$ cat config.mk
export PLATFORM = sky130hd
export DESIGN_NAME = rx4
export DESIGN_NICKNAME = d
export VERILOG_FILES = /design/src/rtl/rx4.sv
export SDC_FILE = /design/constraint.sdc
export NUM_CORES = 1
export LEC_CHECK = 0
export BUFFER_PORTS_ARGS = -buffer_cell sky130_fd_sc_hd__buf_2
export CAP_MARGIN = 40
export CORE_ASPECT_RATIO = 0.8
export CORE_MARGIN = 3
export CORE_UTILIZATION = 53
export CTS_CLUSTER_SIZE = 12
export DETAILED_ROUTE_END_ITERATION = 12
export PLACE_DENSITY = 0.81
export SETUP_SLACK_MARGIN = 0.3
export SYNTH_ARGS = -nofsm -noshare
export SYNTH_HDL_FRONTEND = slang
export SYNTH_SLANG_ARGS = --single-unit
$ cat constraint.sdc
create_clock -name clk -period 2.5 [get_ports clk]
set_input_delay 0.25 -clock clk [delete_from_list [all_inputs] [get_ports clk]]
set_output_delay 0.25 -clock clk [all_outputs]
set_load 0.05 [all_outputs]
$ cat src/rtl/rx4.sv
// rx4: UART 8N1 receiver that packs four consecutive bytes into one 32-bit
// word. The first byte received lands in data_out[7:0], the fourth in
// data_out[31:24]. A one-cycle valid pulse marks each completed word.
// A bad stop bit pulses frame_err and throws away the partial word.
//
// Optional build macro RX4_TIMEOUT_EN: when it is defined, a partial word is
// discarded (with a frame_err pulse) after TIMEOUT_BITS idle bit-times.
// When it is undefined, a partial word waits indefinitely for its remaining
// bytes.
module rx4 #(
    parameter int CLKS_PER_BIT = 104,
    parameter int TIMEOUT_BITS = 40
) (
    input  logic        clk,
    input  logic        rst,
    input  logic        din,
    output logic [31:0] data_out,
    output logic        valid,
    output logic        frame_err,
    output logic        busy
);

    localparam int CNT_W = $clog2(CLKS_PER_BIT) + 1;
    localparam logic [CNT_W-1:0] HALF_M1 = CNT_W'(CLKS_PER_BIT / 2 - 1);
    localparam logic [CNT_W-1:0] FULL_M1 = CNT_W'(CLKS_PER_BIT - 1);

    // Centre sampling needs at least a few cycles per bit.
    if (CLKS_PER_BIT < 4 || TIMEOUT_BITS < 1) begin : g_param_check
        $error("rx4: CLKS_PER_BIT must be >= 4 and TIMEOUT_BITS >= 1");
    end

    typedef enum logic [2:0] {
        S_IDLE,
        S_START,
        S_DATA,
        S_STOP,
        S_WAIT_IDLE
    } state_t;

    state_t           state;
    logic             din_p0;
    logic             din_p1;
    logic             din_p2;
    logic             fall_edge;
    logic             timeout_hit;
    logic [CNT_W-1:0] cnt;
    logic [2:0]       bit_idx;
    logic [1:0]       byte_idx;
    logic [7:0]       shift_reg;
    logic [7:0]       lane0;
    logic [7:0]       lane1;
    logic [7:0]       lane2;

    // din is asynchronous: two flops for metastability, a third to hold the
    // previous synchronised value for start-edge detection.
    always_ff @(posedge clk or posedge rst) begin
        if (rst) begin
            din_p0 <= 1'b1;
            din_p1 <= 1'b1;
            din_p2 <= 1'b1;
        end else begin
            din_p0 <= din;
            din_p1 <= din_p0;
            din_p2 <= din_p1;
        end
    end

    assign fall_edge = din_p2 & ~din_p1;

`ifdef RX4_TIMEOUT_EN
    localparam int TO_CYCLES = TIMEOUT_BITS * CLKS_PER_BIT;
    localparam int TO_W      = $clog2(TO_CYCLES) + 1;

    logic [TO_W-1:0] tcnt;

    // Idle time spent with a partial word pending; restarts on any start edge.
    always_ff @(posedge clk or posedge rst) begin
        if (rst) begin
            tcnt <= '0;
        end else if (state != S_IDLE || byte_idx == 2'd0 || fall_edge || timeout_hit) begin
            tcnt <= '0;
        end else begin
            tcnt <= tcnt + TO_W'(1);
        end
    end

    assign timeout_hit = (state == S_IDLE) && (byte_idx != 2'd0) &&
                         (tcnt == TO_W'(TO_CYCLES - 1));
`else
    assign timeout_hit = 1'b0;
`endif

    // Receive state machine: bit timing, byte assembly, word hand-off and
    // all registered outputs.
    always_ff @(posedge clk or posedge rst) begin
        if (rst) begin
            state     <= S_IDLE;
            cnt       <= '0;
            bit_idx   <= '0;
            byte_idx  <= '0;
            shift_reg <= '0;
            lane0     <= '0;
            lane1     <= '0;
            lane2     <= '0;
            data_out  <= '0;
            valid     <= 1'b0;
            frame_err <= 1'b0;
            busy      <= 1'b0;
        end else begin
            valid     <= 1'b0;
            frame_err <= 1'b0;
            case (state)
                S_IDLE: begin
                    cnt <= '0;
                    if (fall_edge) begin
                        state <= S_START;
                        busy  <= 1'b1;
                    end else if (timeout_hit) begin
                        byte_idx  <= 2'd0;
                        busy      <= 1'b0;
                        frame_err <= 1'b1;
                    end
                end

                S_START: begin
                    if (cnt == HALF_M1) begin
                        cnt <= '0;
                        if (!din_p1) begin
                            state   <= S_DATA;
                            bit_idx <= 3'd0;
                        end else begin
                            // Glitch: no error, partial word kept. Only drop
                            // busy if no word was in progress.
                            state <= S_IDLE;
                            if (byte_idx == 2'd0) begin
                                busy <= 1'b0;
                            end
                        end
                    end else begin
                        cnt <= cnt + CNT_W'(1);
                    end
                end

                S_DATA: begin
                    if (cnt == FULL_M1) begin
                        cnt       <= '0;
                        shift_reg <= {din_p1, shift_reg[7:1]};
                        if (bit_idx == 3'd7) begin
                            state <= S_STOP;
                        end else begin
                            bit_idx <= bit_idx + 3'd1;
                        end
                    end else begin
                        cnt <= cnt + CNT_W'(1);
                    end
                end

                S_STOP: begin
                    if (cnt == FULL_M1) begin
                        cnt <= '0;
                        if (din_p1) begin
                            state <= S_IDLE;
                            case (byte_idx)
                                2'd0: lane0 <= shift_reg;
                                2'd1: lane1 <= shift_reg;
                                2'd2: lane2 <= shift_reg;
                                default: begin
                                    // Last byte goes straight into the word so a
                                    // partial word never reaches data_out.
                                    data_out <= {shift_reg, lane2, lane1, lane0};
                                    valid    <= 1'b1;
                                    busy     <= 1'b0;
                                end
                            endcase
                            byte_idx <= byte_idx + 2'd1;
                        end else begin
                            frame_err <= 1'b1;
                            byte_idx  <= 2'd0;
                            busy      <= 1'b0;
                            state     <= S_WAIT_IDLE;
                        end
                    end else begin
                        cnt <= cnt + CNT_W'(1);
                    end
                end

                S_WAIT_IDLE: begin
                    // Hold off until the line returns high so a break is not
                    // taken as a new start bit.
                    cnt <= '0;
                    if (din_p1) begin
                        state <= S_IDLE;
                    end
                end

                default: begin
                    state <= S_IDLE;
                end
            endcase
        end
    end

endmodule

==> results of run 1 <==
==> per-stage QoR <==
step	instances	area, µm²	util
after floorplan	271	3790	-
after global placement	391	4100	0.615
final	413	4390	0.658
after detailed placement	391	4100	0.615
after global routing	413	4390	0.658
after CTS	410	4340	0.651
==> layer usage <==
layer	track usage	share of wire	vias up	routed length, µm
met5	0	0	-	0
met4	0.0606	0.012	0	87
met3	0.0509	0.038	9	272
met2	0.290	0.47	55	3400
met1	0.247	0.48	1161	3490
li1	-	-	1080	-
==> power groups by stage <==
| stage | Sequential, mW | Combinational, mW | Clock (mW) |
|---|---|---|---|
| after detailed placement | 1.54 | 0.447 | 0 |
| final | 1.51 | 0.454 | 0.974 |
| after CTS | 1.51 | 0.453 | 0.991 |
| after global routing | 1.52 | 0.497 | 1.06 |
| after global placement | 1.54 | 0.433 | 0 |
| after floorplan | 1.53 | 0.327 | 0 |
==> final cells by class <==
cell class                 count  share of cell area
clock buffer                  11              0.0322
clock inverter                 5              0.0128
inverter                       3             0.00342
multi-input combinational    171               0.355
sequential                    86               0.492
tap                           84              0.0240
timing repair buffer          53              0.0813
==> cell usage in the layout, fill, tap and decap left out, drive strengths merged, types with 3 or more instances in the layout <==
| cell | n |
|---|---|
| buf | 50 |
| nor2 | 8 |
| nor4 | 3 |
| dfrtp | 83 |
| dfstp | 3 |
| nand3 | 8 |
| nand2b | 3 |
| mux2i | 3 |
| o21ai | 12 |
| a21oi | 7 |
| nor3 | 6 |
| ha | 7 |
| mux2 | 67 |
| inv | 3 |
| clkbuf | 12 |
| o211ai | 3 |
| nand2 | 15 |
| and3 | 5 |
==> how the worst max path moves through the flow <==
stage	cells after the start	start	end	slack [ns]
2_1_floorplan	6	cnt[3]	lane0[0]	0.31
5_1_grt	5	cnt[4]	lane0[6]	0.31
6_report	5	cnt[4]	lane0[6]	0.37
3_5_place_dp	4	cnt[4]	lane0[6]	0.13
4_1_cts	6	cnt[4]	data_out[31]	0.35
3_3_place_gp	4	cnt[4]	lane0[0]	0.21
==> kinds of logic (layout without fill, tap and decap cells) <==
| kind of cell | count (synthesis) | after routing |
|---|---|---|
| flip-flops | 86 | 86 |
| XOR/XNOR | 1 | 1 |
| multiplexers | 70 | 70 |
| buffers and inverters | 14 | 72 |
| adder cells (fa/ha/maj) | 7 | 7 |
| AND/OR/NAND/NOR | 61 | 61 |
| AO/OA/AOI/OAI | 32 | 32 |
==> timing repair <==
action                                  4_1_cts  5_1_grt
gates resized for setup                       1        1
endpoints found under the setup margin       43       33
hold buffers                                  2        0
buffers inserted                              1        1
gates cloned                                  0        2
pin swaps                                     1        0
endpoints found under the hold margin        13        0
==> metrics.csv, run 1 <==
stage;metric;value;unit
routing;viasPerCell;5.58;
critical_path;cp_cell_sequence;or4b_4 > nor3_4 > buf_12 > and3_2 > mux2_2;
critical_path;r2r_cells;5;
cells_and_area;multiInputGateArea;0.00156;mm²
placement;dp_hpwl;4.86;mm
power;p_comb_frac;0.154;
global_route;grt_pass1_vias;2203;
sta;max_freq;0.471;GHz
global_route;overflow;0;
placement;port_buffers;37;
die;fp.dieArea;0.00821;mm²
cells_and_area;fillCellCount;467;
power;total_power;2.94;mW
yosys;synthAdderAreaFrac;0.0231;
critical_path;r2r_setup_slack;0.37;ns
cells_and_area;diodes;0;
yosys;synth_most_common_cell;dfrtp_1;
yosys;synth-seq-cells;86;
placement;gp_congestion;0.798;
power;seq_power_share;0.515;
global_route;grt_max_degree;50;
power;p_int;2.12;mW
critical_path;critPathArrivalTime;2.36;ns
yosys;synthFlopType;dfrtp_1;
yosys;synthTopCellsByCount;83 x dfrtp_1, 37 x mux2_2, 30 x mux2_4;
power;p_sw;819;µW
critical_path;crit_buf_inv;1;
critical_path;worstSetupStartpointType;flop;
routing;via_count;2305;
clock_tree;cts_buffers;9;
routing;drc;0;
clock_tree;ctsLongestPathBuffers;2;
cells_and_area;final_nets;334;
global_route;track_usage;0.183;
cells_and_area;syn2layout_area_growth;15.7;%
cells_and_area;drive_above_1_share;0.450;
clock_tree;cts_tree;done;
global_route;grt_pass1_wl;11.5;mm
cells_and_area;top_register;data_out;
yosys;synthArstFlopShare;1.00;
routing;dr.first_iter.drc_count;108;
clock_tree;cts.clk_slew.worst_paths;0.08;ns
sta;fin_crit;2.13;ns
run;maxCapViolations;0;
sta;rsz0062_at_grt;no;
routing;finalWirelength;7.25;mm
clock_tree;cts_sinks;86;
placement;dp_slack;0.129;ns
yosys;synth_top_area_frac;0.548;
power;netSwitchingFraction;0.279;
critical_path;path_max_fanout;8;
sta;hold_ws;0.359;ns
yosys;syn_avg_cell_area;14.0;µm²
critical_path;cp_slowest_cell;or4b_4;
die;rows;26;
yosys;synth.largest_area_cell;dfrtp_1;
die;die_w;101;µm
critical_path;end_kind;flop;
yosys;synth_enable_flop_cells;0;
global_route;antenna_found_initial;0;
yosys;synth_nets;281;
sta;worst_slack;0.375;ns
sta;slew_violations;0;
yosys;synth_area_leaders;dfrtp_1 55%, mux2_4 12%, mux2_2 11%;
critical_path;cp.required;2.73;ns
clock_tree;root_buffer;clkbuf_8;
run_status;status;finished, final reports clean;
sta;skew;0.00781;ns
yosys;synth_cell_types;45;
critical_path;timing.rr.start;cnt[4];
critical_path;r2r_end;lane0[6];
sta;max-slew-margin-rel;0.606;
power;p_leak;2.31;nW
power;ir_drop;0.412;mV
yosys;yosys_warnings;0;
critical_path;path_class;reg -> reg;
routing;ant_nets;0;
clock_tree;cts_htree_levels;3;
die;die_h;81.6;µm
sta;hold_violations;0;
yosys;synth_mux_area_frac;0.237;
cells_and_area;seqCellArea;0.00216;mm²
power;powerDensity;670;mW/mm²
cells_and_area;largest_register_ff_count;32;
die;coreArea;0.00667;mm²
yosys;synthSimpleGateAreaFrac;0.0961;
min_path;min_from;din_p0;
sta;tns;0;ns
yosys;syn_inst;271;
yosys;ys_seq_area_frac;0.569;
min_path;hold_depth;0;
routing;routedWlPerCell;17.6;µm
min_path;hold_end;din_p1;
power;clkPwrFrac;0.331;
min_path;min_path_type;reg -> reg;
yosys;synth_compound_area_frac;0.0518;
die;io-pin-count;38;
yosys;synth_top_family_by_area;multiplexers;
sta;worst_pin_slew;0.591;ns
die;start_util;0.568;
routing;drt_first_pass_iters;4;
sta;setup_viol;0;
yosys;synth_xor_area_frac;0.00231;
critical_path;critPathTopFamily;simple AND/OR/NAND/NOR gates;
yosys;netlist_area;0.00379;mm²
clock_tree;clk_latency;0.35;ns
critical_path;worst_path_largest_cell_delay;0.56;ns
sta;final.period_utilization;0.850;
No activity file was read; power rests on OpenSTA's default activity.
==> run 2: changes to the inputs <==
--- a/config.mk
+++ b/config.mk
@@ -9,11 +9,12 @@
 export CAP_MARGIN = 40
 export CORE_ASPECT_RATIO = 0.8
 export CORE_MARGIN = 3
-export CORE_UTILIZATION = 53
+export CORE_UTILIZATION = 55
 export CTS_CLUSTER_SIZE = 12
 export DETAILED_ROUTE_END_ITERATION = 12
-export PLACE_DENSITY = 0.81
+export PLACE_DENSITY = 0.8
 export SETUP_SLACK_MARGIN = 0.3
 export SYNTH_ARGS = -nofsm -noshare
 export SYNTH_HDL_FRONTEND = slang
 export SYNTH_SLANG_ARGS = --single-unit
+export TNS_END_PERCENT = 1
==> constraint.sdc (replaced) <==
create_clock -name clk -period 2.6 [get_ports clk]
set_input_delay 0.26 -clock clk [delete_from_list [all_inputs] [get_ports clk]]
set_output_delay 0.26 -clock clk [all_outputs]
set_load 0.05 [all_outputs]
==> run 2 against run 1 <==
Die area shrank 3.4%. Clock skew grew 0.0052 ns. Largest power group unchanged. Clock power shrank 14%. First-iteration DRC count is the same. Cell count shrank 2.2%. Register-to-register slack gained 0.02 ns. Non-clock buffer count shrank 9. Critical path depth grew 1. Hold slack lost 0.33 ns. Sequential share of layout area grew 1.3 points. Highest routed layer unchanged. Via count shrank 3.1%.
==> metrics.csv, run 2 (synthesis results as in run 1) <==
stage;metric;value;unit
run_status;status;finished, final reports clean;
placement;numPlacedInstances;387;
routing;ant_nets;0;
die;die_w;98.8;µm
clock_tree;cts_sinks;86;
routing;via_count;2233;
sta;max_freq;0.454;GHz
routing;drc;0;
die;start_util;0.580;
cells_and_area;final_cell_mix;83 x dfrtp_1, 37 x mux2_2, 37 x buf_2, 30 x mux2_4, 15 x nand2_1;
critical_path;cp_slowest_cell;or4b_4;
cells_and_area;fillCellCount;485;
power;ir_drop;0.410;mV
critical_path;path_class;reg -> reg;
clock_tree;post_cts_buffers;0;
sta;hold_ws;0.0285;ns
die;die_h;80.2;µm
global_route;antenna_found_initial;0;
placement;port_buffers;37;
critical_path;critPathArrivalTime;2.44;ns
cells_and_area;largest_register_ff_count;32;
cells_and_area;top_register;data_out;
cells_and_area;final_common_cell;dfrtp_1;
placement;dp_hpwl;4.50;mm
run;maxCapViolations;0;
cells_and_area;drive_above_1_share;0.434;
die;coreArea;0.00654;mm²
global_route;grt_pass1_vias;2166;
routing;drt_first_pass_iters;4;
clock_tree;cts_buffers;9;
clock_tree;cts_htree_levels;3;
min_path;min_path_type;in -> async;
cells_and_area;post-route-util;0.653;
clock_tree;ctsLongestPathBuffers;2;
routing;finalWirelength;6.45;mm
routing;routedWlPerCell;16.0;µm
sta;hold_violations;0;
clock_tree;cts_tree;done;
global_route;track_usage;0.183;
cells_and_area;diodes;0;
sta;max-slew-margin-rel;0.475;
critical_path;r2r_cells;6;
critical_path;cp.required;2.84;ns
die;io-pin-count;38;
clock_tree;clk_latency;0.36;ns
routing;viasPerCell;5.53;
cells_and_area;syn2layout_area_growth;12.7;%
global_route;overflow;0;
power;total_power;2.69;mW
power;p_leak;2.24;nW
sta;slew_violations;0;
sta;worst_pin_slew;0.786;ns
routing;dr.first_iter.drc_count;108;
critical_path;timing.rr.start;cnt[3];
cells_and_area;seqCellArea;0.00216;mm²
sta;fin_crit;2.20;ns
global_route;grt_pass1_wl;11.1;mm
power;powerDensity;630;mW/mm²
clock_tree;cts.clk_slew.worst_paths;0.09;ns
critical_path;path_max_fanout;32;
critical_path;cp_cell_sequence;or4b_4 > nor3_4 > buf_4 > nand3_4 > buf_12 > mux2_4;
cells_and_area;multiInputGateArea;0.00156;mm²
cells_and_area;layoutNonFillerInstCount;404;
critical_path;worstSetupStartpointType;flop;
critical_path;worst_path_largest_cell_delay;0.60;ns
cells_and_area;final_nets;325;
die;fp.dieArea;0.00793;mm²
sta;setup_viol;0;
placement;gp_congestion;0.761;
die;rows;26;
critical_path;end_kind;flop;
clock_tree;root_buffer;clkbuf_8;
sta;rsz0062_at_grt;no;
sta;final.period_utilization;0.848;
critical_path;worstSetupStartpoint;cnt[3];
sta;skew;0.0130;ns
global_route;grt_max_degree;38;
sta;tns;0;ns
## run 2: metal layers
metal,part of all wire,routed length (µm),global-route usage,vias up
li1,-,-,-,1063
met1,0.49,3180,0.269,1108
met2,0.44,2860,0.250,52
met3,0.043,279,0.0451,10
met4,0.020,127,0.0955,0
met5,0,0,0,-
## run 2: repair_timing
| item | 4_1_cts | 5_1_grt |
|---|---|---|
| hold buffers | 1 | 0 |
| hold endpoints to repair | 1 | 0 |
| gates resized for setup | 0 | 1 |
| endpoints found under the setup margin | 0 | 6 |
## run 2: where the power goes
group          switching [mW]  internal, mW
Clock                   0.483         0.354
Combinational           0.218         0.159
Sequential             0.0880          1.39
## run 2: layout make-up
cell class	count	share of cell area
flip-flops and latches	86	0.505
well taps	84	0.0246
clock buffers	10	0.0299
inverters	3	0.00352
clock inverters	6	0.0108
repair buffers	44	0.0621
multi-input cells	171	0.364
## run 2: worst max-delay path: cells and delay by family (launching register included)
| kind | cells | cell delay (ns) |
|---|---|---|
| buf+inv | 2 | 0.40 |
| mux | 1 | 0.31 |
| simple gates | 3 | 0.89 |
| flops | 1 | 0.47 |
## run 2: path summary, 6_finish.rpt
path / slack [ns] / to
min: 0.03 / frame_err
min reg2reg: 0.36 / din_p1
max in group asynchronous: 1.87 / din_p0
min in group clk: 0.36 / din_p1
max reg2reg: 0.40 / data_out[13]
max: 0.40 / data_out[13]
## run 2: per-stage QoR
step,setup WS (ns),area [µm²]
after global routing,0.341,4270
after floorplan,0.412,3790
after CTS,0.347,4270
after global placement,0.450,4090
final,0.396,4270
after detailed placement,0.369,4090
==> run 3: changes to the inputs <==
--- a/config.mk
+++ b/config.mk
@@ -9,10 +9,10 @@
 export CAP_MARGIN = 40
 export CORE_ASPECT_RATIO = 0.8
 export CORE_MARGIN = 3
-export CORE_UTILIZATION = 55
+export CORE_UTILIZATION = 53
 export CTS_CLUSTER_SIZE = 12
 export DETAILED_ROUTE_END_ITERATION = 12
-export PLACE_DENSITY = 0.8
+export PLACE_DENSITY = 0.81
 export SETUP_SLACK_MARGIN = 0.3
 export SYNTH_ARGS = -nofsm -noshare
 export SYNTH_HDL_FRONTEND = slang
==> constraint.sdc (replaced) <==
create_clock -name clk -period 1.95 [get_ports clk]
set_input_delay 0.195 -clock clk [delete_from_list [all_inputs] [get_ports clk]]
set_output_delay 0.195 -clock clk [all_outputs]
set_load 0.05 [all_outputs]
==> run 3 against run 2 <==
The run now ends with setup timing left. Non-clock buffer count rose by 16. Core utilization is 2.8 points higher. Hold slack better by 0.33 ns. Combinational power up 80%. Die area up 3.5%. Wire length increased by 16%. Power rose by 45%. First-iteration DRC count is 11% lower. Design area increased by 6.4%. Cell count up 4.0%. Critical path type unchanged.
==> metrics.csv, run 3 (synthesis results as in run 1) <==
stage;metric;value;unit
critical_path;worstSetupStartpointType;flop;
cells_and_area;diodes;0;
routing;routedWlPerCell;17.8;µm
placement;port_buffers;37;
global_route;grt_max_degree;87;
power;p_comb_frac;0.174;
critical_path;critPathArrivalTime;2.22;ns
power;seq_power_share;0.494;
global_route;track_usage;0.198;
power;powerDensity;856;mW/mm²
placement;gp_congestion;0.848;
run;maxCapViolations;0;
cells_and_area;stdcell_area;0.00454;mm²
run_status;violations;setup timing;
global_route;antenna_found_initial;0;
die;start_util;0.568;
critical_path;path_max_fanout;8;
sta;max_freq;0.509;GHz
sta;final.period_utilization;1.01;
routing;drt_first_pass_iters;4;
cells_and_area;largest_register_ff_count;32;
placement;numPlacedInstances;402;
die;rows;26;
die;die_w;101;µm
sta;max-slew-margin-rel;0.706;
cells_and_area;final_common_cell;dfrtp_1;
cells_and_area;top_register;data_out;
power;p_sw;1.14;mW
placement;dp_hpwl;4.95;mm
power;ir_drop;0.540;mV
power;netSwitchingFraction;0.294;
sta;skew;0.00642;ns
routing;finalWirelength;7.46;mm
routing;drc;0;
cells_and_area;layoutNonFillerInstCount;420;
sta;hold_violations;0;
run_status;status;finished with violations;
global_route;overflow;0;
routing;ant_nets;0;
sta;setup_viol;9;
global_route;grt_pass1_wl;12.3;mm
critical_path;end_kind;flop;
critical_path;path_class;reg -> reg;
power;clkPwrFrac;0.332;
power;p_int;2.75;mW
die;io-pin-count;38;
sta;tns;-0.0453;ns
die;die_h;81.6;µm
clock_tree;cts.clk_slew.worst_paths;0.09;ns
sta;hold_ws;0.361;ns
clock_tree;cts_buffers;9;
die;coreArea;0.00667;mm²
clock_tree;root_buffer;clkbuf_8;
clock_tree;cts_htree_levels;3;
routing;viasPerCell;5.53;
cells_and_area;final_cell_mix;82 x dfrtp_1, 40 x mux2_4, 37 x buf_2, 27 x mux2_2, 15 x buf_4;
die;fp.dieArea;0.00821;mm²
clock_tree;clk_latency;0.37;ns
clock_tree;cts_tree;done;
power;p_leak;2.36;nW
clock_tree;cts_sinks;86;
power;total_power;3.89;mW
placement;dpl_cell_area;0.00424;mm²
cells_and_area;fillCellCount;446;
cells_and_area;drive_above_1_share;0.476;
sta;worst_pin_slew;0.441;ns
routing;dr.first_iter.drc_count;96;
sta;fin_crit;1.96;ns
cells_and_area;syn2layout_area_growth;19.9;%
cells_and_area;multiInputGateArea;0.00163;mm²
sta;worst_slack;-0.0137;ns
routing;via_count;2321;
sta;rsz0062_at_grt;yes;
cells_and_area;final_nets;341;
critical_path;cp.required;2.20;ns
clock_tree;ctsLongestPathBuffers;2;
sta;slew_violations;0;
min_path;min_path_type;reg -> reg;
cells_and_area;seqCellArea;0.00216;mm²
global_route;grt_pass1_vias;2361;
run 3: changes by cell type in the layout (fill, tap and decap cells not counted), moves of 2 or more:
cell     change
buf_12       +3
buf_4       +11
mux2_2      -10
mux2_4      +10
nand3_2      -2
nand3_4      +2
run 3: layer usage:
metal | vias up | track usage | share of wire
met4 | 0 | 0.0646 | 0.014
met2 | 42 | 0.308 | 0.47
met5 | - | 0 | 0
li1 | 1104 | - | -
met1 | 1167 | 0.269 | 0.48
met3 | 8 | 0.0603 | 0.043
run 3: power groups by stage:
stage	Clock, mW	Sequential, mW	Combinational, mW
after detailed placement	0	1.95	0.653
final	1.29	1.92	0.678
after floorplan	0	1.96	0.420
after CTS	1.32	1.92	0.668
after global routing	1.38	1.93	0.747
after global placement	0	1.95	0.634
run 3: through the flow:
stage	util	setup WS [ns]
2_1_floorplan	-	-0.238
3_3_place_gp	0.635	-0.0480
3_5_place_dp	0.635	-0.105
4_1_cts	0.681	-0.00164
5_1_grt	0.681	-0.0829
6_report	0.681	-0.0137
run 3: path summary, 6_finish.rpt:
path	startpoint	end	slack (ns)	cells past startpoint
worst max-delay path	cnt[7]	lane1[2]	-0.01	5
worst min-delay path	din_p0	din_p1	0.36	0
worst max register to register	cnt[7]	lane1[2]	-0.01	5
worst min register to register	din_p0	din_p1	0.36	0
max in group asynchronous	rst	din_p1	1.08	4
min in group asynchronous	rst	data_out[27]	0.50	4
run 3: cell type report:
cell class,instances,area share
Clock inverter,7,0.0179
Multi-Input combinational cell,171,0.359
Timing Repair Buffer,60,0.0945
Inverter,3,0.00330
Sequential cell,86,0.475
Tap cell,84,0.0231
Clock buffer,9,0.0273
run 3: timing repair:
item	4_1_cts	5_1_grt
resized for setup	19	2
pin swaps	6	2
setup buffers	0	0
endpoints found under the setup margin	79	80
endpoints found under the hold margin	84	0
hold buffers	2	0
run 3: critical path: stages (launching register included):
cell	delay, ns
dfrtp_1	0.40
or4b_4	0.56
nor3_4	0.21
buf_4	0.21
nand3_4	0.16
mux2_2	0.32
